<file path="src/rtl/fetch_sequencer_if.sv">
// Fetch/datapath bus between the fetch unit and the fetch sequencer.
// The master modport is the fetch unit plus datapath side. The slave modport
// is the sequencer.
interface fetch_sequencer_if;
  logic [31:0] instr;
  logic        zero;
  logic        mem_ready;
  logic        write_pc;
  logic        is_branch;
  logic        is_jump;
  logic        is_jr;
  logic [15:0] branch_addr;
  logic [25:0] jump_addr;
  logic        reg_write;
  logic        mem_read;
  logic        mem_write;
  logic [2:0]  alu_op;
  logic        mem_timeout;
  logic        trap;

  modport master (
    output instr, zero, mem_ready,
    input  write_pc, is_branch, is_jump, is_jr, branch_addr, jump_addr,
    input  reg_write, mem_read, mem_write, alu_op, mem_timeout, trap
  );

  modport slave (
    input  instr, zero, mem_ready,
    output write_pc, is_branch, is_jump, is_jr, branch_addr, jump_addr,
    output reg_write, mem_read, mem_write, alu_op, mem_timeout, trap
  );
endinterface

</file>
<file path="src/rtl/fetch_sequencer.sv">
// Multi-cycle FETCH/DECODE/EXEC/MEM/WB control FSM at the far end of the fetch
// interface. It latches the instruction word, decodes it, and drives the PC
// update controls and the datapath enables.
// Optional build macro FETCH_SEQ_TRAP_EN: when defined, an illegal opcode
// parks the FSM in ILLEGAL with a sticky trap flag. When undefined, an illegal
// opcode executes as a one-cycle NOP and trap is tied low.
module fetch_sequencer #(
  parameter int unsigned MEM_WAIT_MAX = 15
) (
  input logic              clk,
  input logic              rst_n,
  fetch_sequencer_if.slave bus
);

  localparam logic [2:0] StFetch   = 3'd0;
  localparam logic [2:0] StDecode  = 3'd1;
  localparam logic [2:0] StExec    = 3'd2;
  localparam logic [2:0] StMem     = 3'd3;
  localparam logic [2:0] StWb      = 3'd4;
  localparam logic [2:0] StIllegal = 3'd5;

  localparam logic [2:0] AluAdd  = 3'd0;
  localparam logic [2:0] AluSub  = 3'd1;
  localparam logic [2:0] AluSlt  = 3'd2;
  localparam logic [2:0] AluXor  = 3'd3;
  localparam logic [2:0] AluIdle = 3'd7;

  localparam logic [5:0] OpRtype = 6'h00;
  localparam logic [5:0] OpJ     = 6'h02;
  localparam logic [5:0] OpJal   = 6'h03;
  localparam logic [5:0] OpBeq   = 6'h04;
  localparam logic [5:0] OpBne   = 6'h05;
  localparam logic [5:0] OpAddi  = 6'h08;
  localparam logic [5:0] OpXori  = 6'h0e;
  localparam logic [5:0] OpLw    = 6'h23;
  localparam logic [5:0] OpSw    = 6'h2b;

  localparam logic [5:0] FnJr  = 6'h08;
  localparam logic [5:0] FnAdd = 6'h20;
  localparam logic [5:0] FnSub = 6'h22;
  localparam logic [5:0] FnSlt = 6'h2a;

  localparam logic [3:0] WaitMax = 4'(MEM_WAIT_MAX);

  logic [2:0]  state_q, state_d;
  logic [31:0] ir_q, ir_d;
  logic [3:0]  wait_cnt_q, wait_cnt_d;
  logic        mem_timeout_q, mem_timeout_d;

  // Decoded instruction class
  logic       dec_legal;
  logic       dec_arith;
  logic       dec_lw;
  logic       dec_sw;
  logic       dec_beq;
  logic       dec_bne;
  logic       dec_j;
  logic       dec_jal;
  logic       dec_jr;
  logic [2:0] dec_alu_op;
  logic       dec_pc_only;

  // Classify the held instruction by opcode, and by funct for R-type
  always_comb begin
    dec_legal  = 1'b1;
    dec_arith  = 1'b0;
    dec_lw     = 1'b0;
    dec_sw     = 1'b0;
    dec_beq    = 1'b0;
    dec_bne    = 1'b0;
    dec_j      = 1'b0;
    dec_jal    = 1'b0;
    dec_jr     = 1'b0;
    dec_alu_op = AluIdle;
    case (ir_q[31:26])
      OpRtype: begin
        case (ir_q[5:0])
          FnAdd: begin
            dec_arith  = 1'b1;
            dec_alu_op = AluAdd;
          end
          FnSub: begin
            dec_arith  = 1'b1;
            dec_alu_op = AluSub;
          end
          FnSlt: begin
            dec_arith  = 1'b1;
            dec_alu_op = AluSlt;
          end
          FnJr:    dec_jr    = 1'b1;
          default: dec_legal = 1'b0;
        endcase
      end
      OpAddi: begin
        dec_arith  = 1'b1;
        dec_alu_op = AluAdd;
      end
      OpXori: begin
        dec_arith  = 1'b1;
        dec_alu_op = AluXor;
      end
      OpLw: begin
        dec_lw     = 1'b1;
        dec_alu_op = AluAdd;
      end
      OpSw: begin
        dec_sw     = 1'b1;
        dec_alu_op = AluAdd;
      end
      OpBeq: begin
        dec_beq    = 1'b1;
        dec_alu_op = AluSub;
      end
      OpBne: begin
        dec_bne    = 1'b1;
        dec_alu_op = AluSub;
      end
      OpJ:     dec_j     = 1'b1;
      OpJal:   dec_jal   = 1'b1;
      default: dec_legal = 1'b0;
    endcase
  end

  // Instructions that finish in EXEC with a PC update
  assign dec_pc_only = dec_beq | dec_bne | dec_j | dec_jal | dec_jr;

  // Next-state, instruction register and memory-wait bookkeeping
  always_comb begin
    state_d       = state_q;
    ir_d          = ir_q;
    wait_cnt_d    = 4'd0;
    mem_timeout_d = mem_timeout_q;
    case (state_q)
      StFetch: begin
        ir_d    = bus.instr;
        state_d = StDecode;
      end
      StDecode: begin
        state_d = dec_legal ? StExec : StIllegal;
      end
      StExec: begin
        if (dec_pc_only) begin
          state_d = StFetch;
        end else if (dec_lw || dec_sw) begin
          state_d = StMem;
        end else begin
          state_d = StWb;
        end
      end
      StMem: begin
        wait_cnt_d = wait_cnt_q;
        if (bus.mem_ready) begin
          state_d = dec_lw ? StWb : StFetch;
        end else if (wait_cnt_q == WaitMax) begin
          // Saturated: flag the overrun but keep the request up
          mem_timeout_d = 1'b1;
        end else begin
          wait_cnt_d = wait_cnt_q + 4'd1;
        end
      end
      StWb: begin
        state_d = StFetch;
      end
      StIllegal: begin
`ifdef FETCH_SEQ_TRAP_EN
        state_d = StIllegal;
`else
        state_d = StFetch;
`endif
      end
      default: begin
        state_d = StFetch;
      end
    endcase
  end

  // State, IR, wait counter and sticky timeout registers
  always_ff @(posedge clk or negedge rst_n) begin
    if (!rst_n) begin
      state_q       <= StFetch;
      ir_q          <= 32'd0;
      wait_cnt_q    <= 4'd0;
      mem_timeout_q <= 1'b0;
    end else begin
      state_q       <= state_d;
      ir_q          <= ir_d;
      wait_cnt_q    <= wait_cnt_d;
      mem_timeout_q <= mem_timeout_d;
    end
  end

`ifdef FETCH_SEQ_TRAP_EN
  logic trap_q, trap_d;

  // Trap latches on the way into ILLEGAL and holds until reset
  always_comb begin
    trap_d = trap_q;
    if (state_q == StDecode && !dec_legal) begin
      trap_d = 1'b1;
    end
  end

  // Sticky trap register
  always_ff @(posedge clk or negedge rst_n) begin
    if (!rst_n) begin
      trap_q <= 1'b0;
    end else begin
      trap_q <= trap_d;
    end
  end

  assign bus.trap = trap_q;
`else
  assign bus.trap = 1'b0;
`endif

  // Per-state control outputs; all of them depend only on state, IR, zero and mem_ready
  always_comb begin
    bus.write_pc  = 1'b0;
    bus.is_branch = 1'b0;
    bus.is_jump   = 1'b0;
    bus.is_jr     = 1'b0;
    bus.reg_write = 1'b0;
    bus.mem_read  = 1'b0;
    bus.mem_write = 1'b0;
    bus.alu_op    = AluIdle;
    case (state_q)
      StExec: begin
        bus.alu_op = dec_alu_op;
        if (dec_pc_only) begin
          bus.write_pc  = 1'b1;
          bus.is_branch = (dec_beq & bus.zero) | (dec_bne & ~bus.zero);
          bus.is_jump   = dec_j | dec_jal;
          bus.is_jr     = dec_jr;
          // jal writes the link register in the same cycle
          bus.reg_write = dec_jal;
        end
      end
      StMem: begin
        bus.alu_op    = dec_alu_op;
        bus.mem_read  = dec_lw;
        bus.mem_write = dec_sw;
        bus.write_pc  = dec_sw & bus.mem_ready;
      end
      StWb: begin
        bus.alu_op    = dec_alu_op;
        bus.reg_write = 1'b1;
        bus.write_pc  = 1'b1;
      end
      StIllegal: begin
`ifdef FETCH_SEQ_TRAP_EN
        bus.write_pc = 1'b0;
`else
        bus.write_pc = 1'b1;
`endif
      end
      default: begin
        bus.write_pc = 1'b0;
      end
    endcase
  end

  // Address fields come straight from IR, so they hold until the next fetch
  assign bus.branch_addr = ir_q[15:0];
  assign bus.jump_addr   = ir_q[25:0];
  assign bus.mem_timeout = mem_timeout_q;

endmodule
</file>
<file path="src/flat_wrapper.sv">
// flat-port wrapper written by rule: the top's interface ports become plain ports
module fetch_sequencer_flat 
#(
  parameter int unsigned MEM_WAIT_MAX = 15
)
  (clk, rst_n, bus_instr, bus_zero, bus_mem_ready, bus_write_pc, bus_is_branch, bus_is_jump, bus_is_jr, bus_branch_addr, bus_jump_addr, bus_reg_write, bus_mem_read, bus_mem_write, bus_alu_op, bus_mem_timeout, bus_trap);
  fetch_sequencer_if bus_i ();
  input logic clk;
  input logic rst_n;
  input wire logic [$bits(bus_i.instr)-1:0] bus_instr;
  input wire logic [$bits(bus_i.zero)-1:0] bus_zero;
  input wire logic [$bits(bus_i.mem_ready)-1:0] bus_mem_ready;
  output wire logic [$bits(bus_i.write_pc)-1:0] bus_write_pc;
  output wire logic [$bits(bus_i.is_branch)-1:0] bus_is_branch;
  output wire logic [$bits(bus_i.is_jump)-1:0] bus_is_jump;
  output wire logic [$bits(bus_i.is_jr)-1:0] bus_is_jr;
  output wire logic [$bits(bus_i.branch_addr)-1:0] bus_branch_addr;
  output wire logic [$bits(bus_i.jump_addr)-1:0] bus_jump_addr;
  output wire logic [$bits(bus_i.reg_write)-1:0] bus_reg_write;
  output wire logic [$bits(bus_i.mem_read)-1:0] bus_mem_read;
  output wire logic [$bits(bus_i.mem_write)-1:0] bus_mem_write;
  output wire logic [$bits(bus_i.alu_op)-1:0] bus_alu_op;
  output wire logic [$bits(bus_i.mem_timeout)-1:0] bus_mem_timeout;
  output wire logic [$bits(bus_i.trap)-1:0] bus_trap;
  assign bus_i.instr = bus_instr;
  assign bus_i.zero = bus_zero;
  assign bus_i.mem_ready = bus_mem_ready;
  assign bus_write_pc = bus_i.write_pc;
  assign bus_is_branch = bus_i.is_branch;
  assign bus_is_jump = bus_i.is_jump;
  assign bus_is_jr = bus_i.is_jr;
  assign bus_branch_addr = bus_i.branch_addr;
  assign bus_jump_addr = bus_i.jump_addr;
  assign bus_reg_write = bus_i.reg_write;
  assign bus_mem_read = bus_i.mem_read;
  assign bus_mem_write = bus_i.mem_write;
  assign bus_alu_op = bus_i.alu_op;
  assign bus_mem_timeout = bus_i.mem_timeout;
  assign bus_trap = bus_i.trap;
  fetch_sequencer #(.MEM_WAIT_MAX(MEM_WAIT_MAX)) u_core (.clk(clk), .rst_n(rst_n), .bus(bus_i));
endmodule
</file>
<file path="config.mk">
export PLATFORM = sky130hd
export DESIGN_NAME = fetch_sequencer_flat
export DESIGN_NICKNAME = d
export VERILOG_FILES = /design/src/rtl/fetch_sequencer_if.sv /design/src/rtl/fetch_sequencer.sv /design/src/flat_wrapper.sv
export SDC_FILE = /design/constraint.sdc
export NUM_CORES = 1
export LEC_CHECK = 0
export ABC_AREA = 1
export BUFFER_PORTS_ARGS = -buffer_cell sky130_fd_sc_hd__buf_2
export CORE_AREA = 10 10 81 83
export DETAILED_ROUTE_END_ITERATION = 16
export DIE_AREA = 0 0 91 93
export PLACE_DENSITY_LB_ADDON = 0.05
export SLEW_MARGIN = 20
export SYNTH_ARGS = -nofsm -noshare
export SYNTH_HDL_FRONTEND = slang
export SYNTH_SLANG_ARGS = --single-unit
</file>
<file path="constraint.sdc">
create_clock -name clk -period 1.65 [get_ports clk]
set_input_delay 0.165 -clock clk [delete_from_list [all_inputs] [get_ports clk]]
set_output_delay 0.165 -clock clk [all_outputs]
set_load 0.01 [all_outputs]
</file>
==> tab_implementation.tex <==
\begin{tabular}{lr}
\hline
Metric & Value \\
\hline
\multicolumn{2}{l}{\textbf{STA}} \\
FMAX & about 0.55 GHz \\
Total count of hold-check failures in the final report & 0 \\
Setup skew after layout & 0.00285 ns \\
Final setup margin & -0.179 ns \\
Post-Route Hold Slack & 0.0562 ns \\
Final setup viols & 7 \\
Fin crit period & approximately 1.8 ns \\
Final slew viol count & 0 \\
Setup TNS after final layout & -0.801 ns \\
Final period util & 111\% \\
Unrepaired setup endpoints after global routing & yes \\
\multicolumn{2}{l}{\textbf{Power}} \\
Leakage & 1.68 nW \\
Max rail drop VDD & 782 uV \\
Net switching fraction of the power & approximately 45\% \\
Internal cell power & 3.24 mW \\
Clock power share & 15.2\% \\
Switching power total & 2.60 mW \\
Sum of internal, switching and leakage power & between 5 and 6 mW \\
Comb power frac & 53.6\% \\
Total power per unit cell area & 1960 mW/mm2 \\
Reg power frac & 31.2\% \\
\multicolumn{2}{l}{\textbf{Placed design}} \\
Cell area reported after detailed placement & 0.00258 mm2 \\
Total instance count after detailed placement & slightly above 400 \\
Pre-CTS setup slack & 0.127 ns \\
Final HPWL DP & 4160 um \\
Final estimated routing congestion in global placement & 0.845 \\
Number of buffers added on ports & 88 \\
\multicolumn{2}{l}{\textbf{Floorplan}} \\
Number of placement rows & 26 \\
Width of the chip & 91 um \\
Core Area & 0.00501 mm2 \\
Die extent in y & 93 um \\
Ports placed on the boundary & 90 \\
Initial standard-cell utilization of the core & 47.0\% \\
Die Area & roughly 0.0085 mm2 \\
\multicolumn{2}{l}{\textbf{Critical path}} \\
Data arrival time of the critical path & 1.66 ns \\
CP startpoint kind & flip-flop \\
Data required time at the worst endpoint & 1.48 ns \\
Critical Path Fanout Max & 2 \\
Setup Crit Path Kind & flip-flop to primary output \\
Capturing element type of the critical path & primary output \\
\multicolumn{2}{l}{\textbf{Run}} \\
Max-cap violations & 0 \\
\multicolumn{2}{l}{\textbf{Synth}} \\
Main area contributors after synthesis & dfrtp\_1 (43\%), nand2\_1 (17\%), buf\_4 (14\%) \\
Cell taking the most area after synthesis & dfrtp\_1 \\
Post-synthesis average cell area & 7.84 um2 \\
Flops \& latches, synth & 40 \\
Fraction of the yosys area taken by sequential cells & between 40\% and 50\% \\
Post-synth net total & between 300 and 400 \\
Yosys cell types & 29 \\
Synthesis Warnings & 0 \\
Share of Yosys cell area claimed by the top area cell type & 42.6\% \\
Netlist Area Pre-Place & 0.00235 mm2 \\
Number of standard cells after synthesis & 300 \\
\multicolumn{2}{l}{\textbf{Global routing}} \\
Initial antenna violation count & 0 \\
Global router's overall resource usage & between 10 and 15\% \\
Via count of the first global-routing pass & about 2200 \\
Total congestion overflow & 0 \\
Largest net degree at the start of global routing & 25 \\
Global-route wire length before repair & $\sim$9900 um \\
\multicolumn{2}{l}{\textbf{Finish}} \\
Area Growth Syn to Fin & 26.5\% \\
Utilization after layout & 59.4\% \\
Area of combinational cells with multiple inputs & approximately 1000 um2 \\
Seq. cell area & 0.00101 mm2 \\
Layout Cell Area excl Fill & 0.00298 mm2 \\
Antenna Cells & 0 \\
Number of fill cells & 465 \\
Post-route insts no fill & approximately 450 \\
Final layout net count & 414 \\
Fraction of layout instances using a drive strength above 1 & a little over two fifths \\
\multicolumn{2}{l}{\textbf{Routing}} \\
Number of iterations in the first detailed-routing pass & 4 \\
Iteration-0 DRC Markers & slightly above 80 \\
Post-Route WL & 5950 um \\
DRC violations left & 0 \\
Post-DRT Antenna Nets & 0 \\
Per-cell routed wire length & 13.4 um \\
Avg Vias per Cell & 4.56 \\
Number of vias in the routed layout & 2029 \\
\multicolumn{2}{l}{\textbf{Clock tree}} \\
Clock tree sinks & 40 \\
Worst-skew pair later-pin latency & 0.30 ns \\
Num CTS Buffers & 5 \\
H-tree levels & 2 \\
Root buffer cell & clkbuf\_8 \\
CTS tree & built \\
Buffers from clock root to sink, at most & 2 \\
Clock edge transition at the registers on the reported setup and hold paths & 0.08 ns \\
\multicolumn{2}{l}{\textbf{Min path}} \\
Class of the tightest hold or removal check & primary input to flip-flop \\
\multicolumn{2}{l}{\textbf{Run status}} \\
Result of the run & finished with violations \\
Failing checks & setup timing \\
\hline
\end{tabular}
critical path: stages (launching register included):
cell and delay, ns:
dfrtp_1 0.39, buf_4 0.16, inv_4 0.05, nor2_1 0.04
nand3_1 0.09, nand2_2 0.08, nor3_2 0.21, nor2_1 0.08
o211ai_1 0.10, buf_2 0.17
synthesized netlist by cell type:
cell      instances
nor2_4            1
o211ai_1          1
nor3b_1           1
nand3b_1          1
inv_2             6
nand3_2           6
conb_1            1
xnor2_1           1
nand2_1         106
nand3_1          10
nand2_4           1
nor3_2            3
nor3_4            1
inv_1            16
ha_1              4
nor2_2            6
o21bai_1          1
o31ai_1           1
or2_2             1
xor2_1            1
buf_4            43
nor4_1            1
nor2_1           24
nand2_2           2
buf_2             6
o21ai_1           9
a21oi_1           5
a21boi_1          1
dfrtp_1          40
cell type report:
type                            count  share of cell area (%)
Timing Repair Buffer              116                    23.4
Clock inverter                      1                    1.01
Sequential cell                    40                    33.9
Clock buffer                        7                    3.24
Tap cell                           70                    2.94
Multi-Input combinational cell    189                    32.6
Inverter                           22                    2.86
logic make-up after synthesis:
kind of cell    Yosys count  synth area share, %
simple gates            164                 31.7
buf+inv                  71                 18.5
flops                    40                 42.6
compound gates           18                 4.26
fa+ha+maj                 4                 2.13
xor+xnor                  2                0.745
other cells               1                0.159
flip-flops by register name, indices dropped and copies added (netlist names):
signal and cells:
u_core.wait_cnt_q 4, u_core.bus.mem_timeout 1, u_core.state_q 3, u_core.ir_q 32
layout by cell type, fill, tap and decap left out, types with 7 or more instances in the layout:
master,instances
nand2_1,103
nand3_1,10
nor2_1,21
o21ai_1,8
inv_1,16
buf_2,86
clkbuf_8,7
buf_6,7
buf_4,21
dfrtp_1,34
power by group through the flow:
stage               sequential, mW  clock (mW)  combinational, mW
global placement              1.80           0               2.71
global route                  1.90       0.947               3.54
finish                        1.82       0.888               3.13
CTS                           1.80       0.911               3.07
floorplan                     1.76           0               2.46
detailed placement            1.81           0               2.74
worst paths after layout:
path / end / slack [ns] / cells past startpoint / startpoint
worst min register to register: u_core.ir_q[17] / 0.47 / 2 / u_core.ir_q[17]
worst max-delay path: bus_alu_op[0] / -0.18 / 9 / u_core.ir_q[29]
max in group asynchronous: u_core.state_q[1] / 0.82 / 3 / rst_n
min in group asynchronous: u_core.ir_q[21] / 0.34 / 2 / rst_n
worst min-delay path: u_core.ir_q[18] / 0.06 / 3 / bus_instr[18]
worst max register to register: u_core.state_q[1] / 0.13 / 13 / u_core.ir_q[29]
what timing repair did:
action	4_1_cts	5_1_grt
setup buffers	18	7
gates resized for setup	13	16
hold buffers	1	0
endpoints found under the hold margin	17	0
setup endpoints to repair	9	13
pin swaps	9	8
metal layers:
layer,share of wire (%),global-route usage (%),vias up
met3,10,6.08,19
met4,2.8,7.05,0
met5,0,0,-
met1,39,14.4,895
met2,47,23.8,87
li1,-,-,1028
No activity file was read; power rests on OpenSTA's default activity.
